File: config.mk
export PLATFORM = sky130hd
export DESIGN_NAME = j1_uart_io
export DESIGN_NICKNAME = d
export VERILOG_FILES = /design/src/rtl/j1_uart_io.sv
export SDC_FILE = /design/constraint.sdc
export NUM_CORES = 1
export LEC_CHECK = 0
export ABC_AREA = 1
export BUFFER_PORTS_ARGS = -buffer_cell sky130_fd_sc_hd__buf_2
export CORE_ASPECT_RATIO = 0.6
export CORE_MARGIN = 3
export CORE_UTILIZATION = 47
export DETAILED_ROUTE_END_ITERATION = 7
export PLACE_DENSITY = 0.67
export RECOVER_POWER = 100
export SYNTH_ARGS = -nofsm -noshare
export SYNTH_HDL_FRONTEND = slang
export SYNTH_SLANG_ARGS = --single-unit
File: constraint.sdc
create_clock -name clk -period 1.88 [get_ports clk]
set_input_delay 0.564 -clock clk [delete_from_list [all_inputs] [get_ports clk]]
set_output_delay 0.564 -clock clk [all_outputs]
set_load 0.02 [all_outputs]
File: src/rtl/j1_uart_io.sv
// j1_uart_io: memory-mapped UART responder on the j1 I/O port (DATA/STATUS, registered reads).
// Optional define J1_UART_LOOPBACK_EN adds a STATUS-writable loop bit routing TX back into RX.
module j1_uart_io #(
    parameter int          CLKS_PER_BIT = 868,
    parameter logic [15:0] DATA_ADDR    = 16'h1000,
    parameter logic [15:0] STAT_ADDR    = 16'h2000
) (
    input  logic        clk,
    input  logic        resetq,
    input  logic        io_wr,
    input  logic        io_rd,
    input  logic [15:0] io_addr,
    input  logic [15:0] io_dout,
    output logic [15:0] io_din,
    output logic        uart_tx,
    input  logic        uart_rx
);

    localparam logic [15:0] BIT_LAST  = 16'(CLKS_PER_BIT - 1);
    localparam logic [15:0] HALF_LAST = 16'(CLKS_PER_BIT / 2 - 1);

    typedef enum logic [1:0] {TX_IDLE, TX_START, TX_DATA, TX_STOP} txState_t;
    typedef enum logic [1:0] {RX_IDLE, RX_START, RX_DATA, RX_STOP} rxState_t;

    txState_t    r_txState, w_txNext;
    rxState_t    r_rxState, w_rxNext;
    logic [15:0] r_txCnt, r_rxCnt;
    logic [2:0]  r_txBit, r_rxBit;
    logic [7:0]  r_txShift, r_rxShift, r_rxData;
    logic        r_rxSync1, r_rxSync2, r_rxPrev;
    logic        r_rxValid, r_rxOverrun, r_rxFerr;
    logic [15:0] r_ioDin;
    logic        w_txLine, w_txReady, w_rxIn, w_loop, w_rxDone;
    logic        w_dataWr, w_dataRd, w_statRd;
    logic        w_unused;

    assign w_dataWr  = io_wr && (io_addr == DATA_ADDR);
    assign w_dataRd  = io_rd && (io_addr == DATA_ADDR);
    assign w_statRd  = io_rd && (io_addr == STAT_ADDR);
    assign w_txReady = (r_txState == TX_IDLE);
    assign w_rxDone  = (r_rxState == RX_STOP) && (r_rxCnt == 16'd0);
    assign w_unused  = ^io_dout[15:8];
    assign io_din    = r_ioDin;

`ifdef J1_UART_LOOPBACK_EN
    logic r_loop;

    always_ff @(posedge clk) begin
        if (!resetq)
            r_loop <= 1'b0;
        else if (io_wr && (io_addr == STAT_ADDR))
            r_loop <= io_dout[0];
    end

    assign w_loop  = r_loop;
    assign w_rxIn  = r_loop ? w_txLine : uart_rx;
    assign uart_tx = r_loop ? 1'b1 : w_txLine;
`else
    assign w_loop  = 1'b0;
    assign w_rxIn  = uart_rx;
    assign uart_tx = w_txLine;
`endif

    always_ff @(posedge clk) begin
        if (!resetq)
            r_txState <= TX_IDLE;
        else
            r_txState <= w_txNext;
    end

    always_comb begin
        w_txNext = r_txState;
        w_txLine = 1'b1;
        case (r_txState)
            TX_IDLE:  if (w_dataWr) w_txNext = TX_START;
            TX_START: begin
                w_txLine = 1'b0;
                if (r_txCnt == 16'd0) w_txNext = TX_DATA;
            end
            TX_DATA: begin
                w_txLine = r_txShift[0];
                if ((r_txCnt == 16'd0) && (r_txBit == 3'd7)) w_txNext = TX_STOP;
            end
            TX_STOP:  if (r_txCnt == 16'd0) w_txNext = TX_IDLE;
            default:  w_txNext = TX_IDLE;
        endcase
    end

    always_ff @(posedge clk) begin
        if (!resetq) begin
            r_txCnt   <= 16'd0;
            r_txBit   <= 3'd0;
            r_txShift <= 8'd0;
        end else if (r_txState == TX_IDLE) begin
            if (w_dataWr) begin
                r_txShift <= io_dout[7:0];
                r_txCnt   <= BIT_LAST;
                r_txBit   <= 3'd0;
            end
        end else if (r_txCnt == 16'd0) begin
            r_txCnt <= BIT_LAST;
            if (r_txState == TX_DATA) begin
                r_txShift <= {1'b0, r_txShift[7:1]};
                r_txBit   <= r_txBit + 3'd1;
            end
        end else begin
            r_txCnt <= r_txCnt - 16'd1;
        end
    end

    // Synchroniser resets to the idle level so reset release never looks like a start edge.
    always_ff @(posedge clk) begin
        if (!resetq) begin
            r_rxSync1 <= 1'b1;
            r_rxSync2 <= 1'b1;
            r_rxPrev  <= 1'b1;
        end else begin
            r_rxSync1 <= w_rxIn;
            r_rxSync2 <= r_rxSync1;
            r_rxPrev  <= r_rxSync2;
        end
    end

    always_ff @(posedge clk) begin
        if (!resetq)
            r_rxState <= RX_IDLE;
        else
            r_rxState <= w_rxNext;
    end

    always_comb begin
        w_rxNext = r_rxState;
        case (r_rxState)
            RX_IDLE:  if (r_rxPrev && !r_rxSync2) w_rxNext = RX_START;
            RX_START: if (r_rxCnt == 16'd0) w_rxNext = r_rxSync2 ? RX_IDLE : RX_DATA;
            RX_DATA:  if ((r_rxCnt == 16'd0) && (r_rxBit == 3'd7)) w_rxNext = RX_STOP;
            RX_STOP:  if (r_rxCnt == 16'd0) w_rxNext = RX_IDLE;
            default:  w_rxNext = RX_IDLE;
        endcase
    end

    // Idle keeps the half-bit count loaded so the start bit is checked at its midpoint.
    always_ff @(posedge clk) begin
        if (!resetq) begin
            r_rxCnt   <= 16'd0;
            r_rxBit   <= 3'd0;
            r_rxShift <= 8'd0;
        end else if (r_rxState == RX_IDLE) begin
            r_rxCnt <= HALF_LAST;
            r_rxBit <= 3'd0;
        end else if (r_rxCnt == 16'd0) begin
            r_rxCnt <= BIT_LAST;
            if (r_rxState == RX_DATA) begin
                r_rxShift <= {r_rxSync2, r_rxShift[7:1]};
                r_rxBit   <= r_rxBit + 3'd1;
            end
        end else begin
            r_rxCnt <= r_rxCnt - 16'd1;
        end
    end

    // Frame completion is applied after the read-side clears so a new event always wins.
    always_ff @(posedge clk) begin
        if (!resetq) begin
            r_rxData    <= 8'd0;
            r_rxValid   <= 1'b0;
            r_rxOverrun <= 1'b0;
            r_rxFerr    <= 1'b0;
        end else begin
            if (w_statRd) begin
                r_rxOverrun <= 1'b0;
                r_rxFerr    <= 1'b0;
            end
            if (w_dataRd)
                r_rxValid <= 1'b0;
            if (w_rxDone) begin
                if (r_rxSync2) begin
                    r_rxData  <= r_rxShift;
                    r_rxValid <= 1'b1;
                    if (r_rxValid && !w_dataRd)
                        r_rxOverrun <= 1'b1;
                end else begin
                    r_rxFerr <= 1'b1;
                end
            end
        end
    end

    always_ff @(posedge clk) begin
        if (!resetq)
            r_ioDin <= 16'd0;
        else if (io_rd) begin
            if (io_addr == DATA_ADDR)
                r_ioDin <= {8'd0, r_rxData};
            else if (io_addr == STAT_ADDR)
                r_ioDin <= {11'd0, w_loop, r_rxFerr, r_rxOverrun, r_rxValid, w_txReady};
            else
                r_ioDin <= 16'd0;
        end
    end

endmodule

==> flow_metrics.py, run 1 <==
metrics = {
    "floorplanning": {
        "chipWidth_microns": 124,
        "floorplan.rows": 25,
        "core_sq_um": 8010,
        "area_of_the_die_sq_um": 9580,
        "starting_utilization_of_the_core_area_pct": 49.3,
        "die_h_microns": 77.0,
        "ioPinCount": 54,
    },
    "yosys": {
        "synth.top_cells.by_area": "sky130_fd_sc_hd__dfxtp_1, sky130_fd_sc_hd__nand2_1, sky130_fd_sc_hd__nor2_1",
        "synth.distinct_cells": 35,
        "ys_seq_area_share_pct": 40.5,
        "async_flop_share_pct": 0,
        "synth-edff-count": 0,
        "synth-warning-count": 0,
        "ys_dominant_reg_cell": "sky130_fd_sc_hd__dfxtp_1",
        "synth_area_sq_um": 3950,
        "post_synth_inst_count": 577,
        "synth_area_leader_cell": "sky130_fd_sc_hd__dfxtp_1",
        "synth_most_common_cell": "sky130_fd_sc_hd__nand2_1",
        "post-synth-top-area-fraction_pct": 40.5,
        "synth-seq-cells": 80,
        "synth_top_cells_by_count": "sky130_fd_sc_hd__nand2_1, sky130_fd_sc_hd__dfxtp_1, sky130_fd_sc_hd__nor2_1, sky130_fd_sc_hd__inv_1, sky130_fd_sc_hd__a21oi_1",
        "syn_area_per_cell_sq_um": 6.85,
    },
    "sta": {
        "worstMarginPinSlew_ns": 0.961,
        "slew_violations": 0,
        "worst_hold_slack_ns": 0.416,
        "final_period_demand_of_the_worst_path_ns": 1.80,
        "grt_setup_unrepaired": "yes",
        "max-slew-margin-rel_pct": 36.0,
        "timing.fmax_mhz": 554,
        "final_min_period_over_clock_period_pct": 95.9,
        "hold_viol": 0,
        "finClkSkew_ns": 0.00609,
        "timing.setup.tns_ns": 0,
        "timing.final.setup_violations": 0,
        "post-route-worst-setup-slack_ns": 0.0764,
    },
    "power_and_ir_drop": {
        "clockPowerShare_pct": 28.2,
        "switching_share_pct": 37.8,
        "proportion_of_power_drawn_by_flip_flops_and_latches_pct": 34.7,
        "irDropWorstVdd_v": 0.000651,
        "total_power_mw": 6.08,
        "p_leak_nw": 2.05,
        "power-per-cell-area_nw_per_um2": 1320,
        "internal_power_mw": 3.78,
        "p_switching_mw": 2.30,
        "power.combinational.fraction_pct": 37.1,
    },
    "clock_tree": {
        "clock-root-buffer": "sky130_fd_sc_hd__clkbuf_16",
        "clock-sinks": 80,
        "clock_slew_at_reported_path_ffs_ns": 0.06,
        "cts-htree-levels": 3,
        "cts-buffers-inserted": 9,
        "post-cts-setup-buffers": 0,
        "tritoncts": "built",
        "cts-root-to-sink-buffers": 2,
        "cts_hold_repair.buffers": 0,
        "clk-insertion-delay-late_ns": 0.33,
    },
    "placed_design": {
        "port-buffer-count": 37,
        "detailed_place_hpwl_microns": 6230,
        "pre_cts_ws_ns": -0.0454,
        "gp_routability_congestion": 0.894,
    },
    "route": {
        "drt_iter0_drc": 220,
        "post-route-drc-count": 0,
        "detail_route.wl_per_cell_microns": 11.2,
        "detailedRoute.firstPassIterationCount": 4,
        "routed_via_count_divided_by_cell_count": 4.81,
        "ant_nets": 0,
        "vias": 3567,
        "drt-total-wl_microns": 8320,
    },
    "worst_hold_path": {
        "holdPathStages": 2,
        "min-delay-path-class": "in -> reg",
    },
    "global_routing": {
        "grt_remaining_overflow": 0,
        "grt_util_all_layers_pct": 18.2,
        "wire_length_of_the_first_global_routing_pass_microns": 14700,
        "via_count_of_the_first_global_routing_pass": 3298,
        "maximum_number_of_pins_on_one_net_before_global_route_repair": 22,
        "grt_antenna_before_repair": 0,
    },
    "final_layout": {
        "final_layout_size_suffix_gt1_share_pct": 13.4,
        "number_of_fill_cells": 766,
        "area_growth_syn_to_layout_pct": 16.3,
        "finalCoreUtilization_pct": 57.4,
        "layout.nets": 677,
        "n_antenna_cell": 0,
    },
    "setup_path": {
        "critPathKind": "reg -> out",
        "worstRegToRegCells": 9,
        "worst_ep_required_time_ns": 1.32,
        "worst-endpoint-arrival_ns": 1.24,
        "cp-start-kind": "register",
        "cp_max_fanout": 4,
        "timing.critical_path.to_type": "output pin",
    },
    "run_status": {
        "run_status": "completed",
    },
    "flow_run": {
        "max_cap_viol_count": 0,
    },
}
state kept, by name, summed over array words and instances (netlist names), named ones only:
signal / flops
r_rxSync1: 1
r_txCnt: 16
r_txShift: 8
io_din: 8
r_rxSync2: 1
r_rxOverrun: 1
r_rxFerr: 1
r_rxCnt: 16
r_rxBit: 3
r_rxValid: 1
r_txBit: 3
r_rxPrev: 1
r_rxData: 8
r_rxState: 1
r_rxShift: 8
r_txState: 2
metrics by stage:
step | area (sq um) | cells
after floorplan | 3980 | 584
after global placement | 4330 | 726
after detailed placement | 4330 | 726
after CTS | 4630 | 742
after global routing | 4600 | 742
final | 4600 | 742
cell usage in the layout (no fill, tap or decap), drive strengths merged, types with 2 or more instances in the layout:
cell type / n
clkinvlp: 2
inv: 59
nand4: 3
nand2: 169
nand3: 38
or2: 5
a21oi: 52
o21ai: 21
a31oi: 4
buf: 44
xor2: 11
ha: 11
clkbuf: 23
clkinv: 5
nor2: 87
nor3: 2
a211oi: 2
dfxtp: 80
conb: 8
critical path, cell delays in order, from the launching register on:
cell and delay (ns):
sky130_fd_sc_hd__dfxtp_2 0.33, sky130_fd_sc_hd__inv_1 0.10, sky130_fd_sc_hd__ha_2 0.22, sky130_fd_sc_hd__nand2_1 0.06
sky130_fd_sc_hd__o21ai_1 0.06, sky130_fd_sc_hd__buf_4 0.15
power by group through the flow:
| stage | Sequential, mW | Combinational (mW) | Clock, mW |
|---|---|---|---|
| after floorplan | 2.09 | 1.87 | 0 |
| after global placement | 2.13 | 2.22 | 0 |
| after detailed placement | 2.13 | 2.27 | 0 |
| after CTS | 2.10 | 2.29 | 1.76 |
| after global routing | 2.14 | 2.61 | 1.84 |
| final | 2.11 | 2.26 | 1.71 |
repair_timing:
item,4_1_cts,5_1_grt
setup endpoints to repair,1,9
pin swaps,0,2
resized for setup,2,5
area by class of cell:
type                       count  area (sq um)  share of cell area, %
inverter                      61           233                   5.06
tap                          108           135                   2.94
timing repair buffer          57           325                   7.08
clock buffer                  10           229                   4.98
clock inverter                 6          68.8                   1.50
multi-input combinational    420          2000                   43.5
sequential                    80          1600                   34.9
layer usage:
metal	global-route usage, %	wire length [microns]
met1	25.5	4360
met2	27.3	3350
met3	4.80	560
met4	5.58	57
met5	0	0
logic make-up after synthesis:
group,count (synthesis),share of synthesized area [%]
simple gates,306,32.7
xor+xnor,12,2.66
compound gates,83,11.3
fa+ha+maj,11,3.48
flops,80,40.5
buf+inv,84,9.18
other cells,1,0.0949
final timing paths:
path / start / to / slack [ns]
setup / recovery: r_txState[0] / uart_tx / 0.08
hold / removal: uart_rx / r_rxSync1 / 0.42
setup reg to reg: r_txCnt[0] / r_txCnt[4] / 0.14
hold reg to reg: r_rxSync1 / r_rxSync2 / 0.42
(Power assumes the default switching activity.)
==> run 2, diff against run 1 <==
--- a/config.mk
+++ b/config.mk
@@ -12,7 +12,7 @@
 export CORE_UTILIZATION = 47
 export DETAILED_ROUTE_END_ITERATION = 7
 export PLACE_DENSITY = 0.67
-export RECOVER_POWER = 100
+export RECOVER_POWER = 25
 export SYNTH_ARGS = -nofsm -noshare
 export SYNTH_HDL_FRONTEND = slang
 export SYNTH_SLANG_ARGS = --single-unit
==> run 2 against run 1 <==
Final area rose by 0.35%. Critical path depth did not move. Die area stayed put. Final cell count unchanged. Sequential cell count stayed put. Routed wire length fell by 0.19%. Count of clock-buffer cells in the layout did not move. Non-clock buffer count unchanged. Fmax barely moved.
==> flow_metrics.py, run 2 (synthesis gave the netlist of run 1 again) <==
metrics = {
    "flow_run": {
        "max_cap_viol_count": 0,
    },
    "global_routing": {
        "grt_util_all_layers_pct": 18.2,
        "via_count_of_the_first_global_routing_pass": 3298,
        "maximum_number_of_pins_on_one_net_before_global_route_repair": 22,
        "grt_remaining_overflow": 0,
        "grt_antenna_before_repair": 0,
        "wire_length_of_the_first_global_routing_pass_microns": 14700,
    },
    "route": {
        "vias": 3568,
        "routed_via_count_divided_by_cell_count": 4.81,
        "detailedRoute.firstPassIterationCount": 4,
        "drt-total-wl_microns": 8310,
        "detail_route.wl_per_cell_microns": 11.2,
        "post-route-drc-count": 0,
        "drt_iter0_drc": 212,
        "ant_nets": 0,
    },
    "clock_tree": {
        "clock-sinks": 80,
        "clock_slew_at_reported_path_ffs_ns": 0.06,
        "cts-root-to-sink-buffers": 2,
        "clk-insertion-delay-late_ns": 0.33,
        "clock-root-buffer": "sky130_fd_sc_hd__clkbuf_16",
        "post-cts-setup-buffers": 0,
        "cts-buffers-inserted": 9,
        "cts-htree-levels": 3,
        "tritoncts": "built",
    },
    "power_and_ir_drop": {
        "total_power_mw": 6.12,
        "p_leak_nw": 2.05,
        "irDropWorstVdd_v": 0.000652,
        "power-per-cell-area_nw_per_um2": 1330,
    },
    "placed_design": {
        "gp_routability_congestion": 0.894,
        "detailed_place_hpwl_microns": 6230,
        "port-buffer-count": 37,
        "placed_cells_incl_taps": 726,
    },
    "floorplanning": {
        "area_of_the_die_sq_um": 9580,
        "starting_utilization_of_the_core_area_pct": 49.3,
        "floorplan.rows": 25,
        "die_h_microns": 77.0,
        "core_sq_um": 8010,
        "ioPinCount": 54,
        "chipWidth_microns": 124,
    },
    "sta": {
        "timing.fmax_mhz": 555,
        "max-slew-margin-rel_pct": 36.0,
        "worstMarginPinSlew_ns": 0.960,
        "worst_hold_slack_ns": 0.418,
        "final_period_demand_of_the_worst_path_ns": 1.80,
        "hold_viol": 0,
        "grt_setup_unrepaired": "yes",
        "timing.final.setup_violations": 0,
        "final_min_period_over_clock_period_pct": 95.9,
        "finClkSkew_ns": 0.00569,
        "slew_violations": 0,
    },
    "final_layout": {
        "reg.largest.list": "r_rxCnt x16, r_txCnt x16",
        "final_layout_size_suffix_gt1_share_pct": 14.4,
        "n_antenna_cell": 0,
        "layoutNonFillerInstCount": 742,
        "layout.cells.most_common_list": "sky130_fd_sc_hd__nand2_1, sky130_fd_sc_hd__nor2_1, sky130_fd_sc_hd__dfxtp_1, sky130_fd_sc_hd__inv_1, sky130_fd_sc_hd__a21oi_1",
        "layout.nets": 677,
        "finalCoreUtilization_pct": 57.6,
        "layout.cells.most_common": "sky130_fd_sc_hd__nand2_1",
        "area_growth_syn_to_layout_pct": 16.7,
    },
    "setup_path": {
        "worst-endpoint-arrival_ns": 1.24,
        "timing.critical_path.to_type": "output pin",
        "worstRegToRegCells": 9,
        "cp_max_fanout": 4,
        "cp-start-kind": "register",
        "critPathKind": "reg -> out",
        "worst_ep_required_time_ns": 1.32,
    },
    "run_status": {
        "run_status": "completed",
    },
    "worst_hold_path": {
        "min-delay-path-class": "in -> reg",
        "holdPathStages": 2,
    },
}
-- run 2: changes by cell type in the layout (fill, tap and decap cells not counted) --
cell,change
sky130_fd_sc_hd__o21ai_1,+1
sky130_fd_sc_hd__inv_1,-2
sky130_fd_sc_hd__nand2_1,-3
sky130_fd_sc_hd__buf_4,+1
sky130_fd_sc_hd__o21ai_0,-1
sky130_fd_sc_hd__nand2_2,+2
sky130_fd_sc_hd__nand2_4,+1
sky130_fd_sc_hd__inv_2,+2
sky130_fd_sc_hd__clkbuf_1,-1
-- run 2: what timing repair did --
item                       in CTS  in global routing
hold buffers                    0                  0
setup endpoints to repair       1                  9
pin swaps                       0                  2
gates resized for setup         2                  5
-- run 2: power by group --
part           switching (mW)  internal (mW)  leakage (nW)  total (mW)
registers               0.197           1.91         0.652        2.11
logic                    1.45          0.850          1.26        2.30
clock network           0.677           1.03         0.143        1.71
-- run 2: final cells by class --
class                      count  area, sq um
fill                         760         3400
tap                          108          135
clock inverter                 6         68.8
timing repair buffer          57          329
inverter                      61          233
multi-input combinational    420         2010
sequential                    80         1600
clock buffer                  10          229
-- run 2: metal layers --
layer | wire length, microns | up-vias | GRT usage, %
li1 | - | 1914 | -
met2 | 3330 | 94 | 27.3
met5 | 0 | - | 0
met1 | 4370 | 1556 | 25.5
met3 | 569 | 4 | 4.80
met4 | 42 | 0 | 5.58
-- run 2: worst paths after layout --
check               startpoint     endpoint  slack [ns]
setup / recovery  r_txState[0]      uart_tx        0.08
hold reg to reg      r_rxSync1    r_rxSync2        0.42
setup reg to reg    r_rxCnt[0]  r_rxCnt[13]        0.16
hold / removal         uart_rx    r_rxSync1        0.42
-- run 2: critical path, cell delays in order, from the launching register on --
cell and delay [ns]:
sky130_fd_sc_hd__dfxtp_2 0.33, sky130_fd_sc_hd__inv_1 0.10, sky130_fd_sc_hd__ha_2 0.22, sky130_fd_sc_hd__nand2_1 0.06, sky130_fd_sc_hd__o21ai_1 0.06, sky130_fd_sc_hd__buf_4 0.15
-- run 2: stage by stage --
stage / instance area [sq um] / setup TNS (ns) / worst slack [ns]
5_1_grt: 4610 / -0.0183 / -0.0183
2_1_floorplan: 3980 / 0 / 0.187
6_report: 4610 / 0 / 0.0775
4_1_cts: 4630 / 0 / 0.0387
3_5_place_dp: 4330 / -0.571 / -0.0454
3_3_place_gp: 4330 / -0.00117 / -0.00116
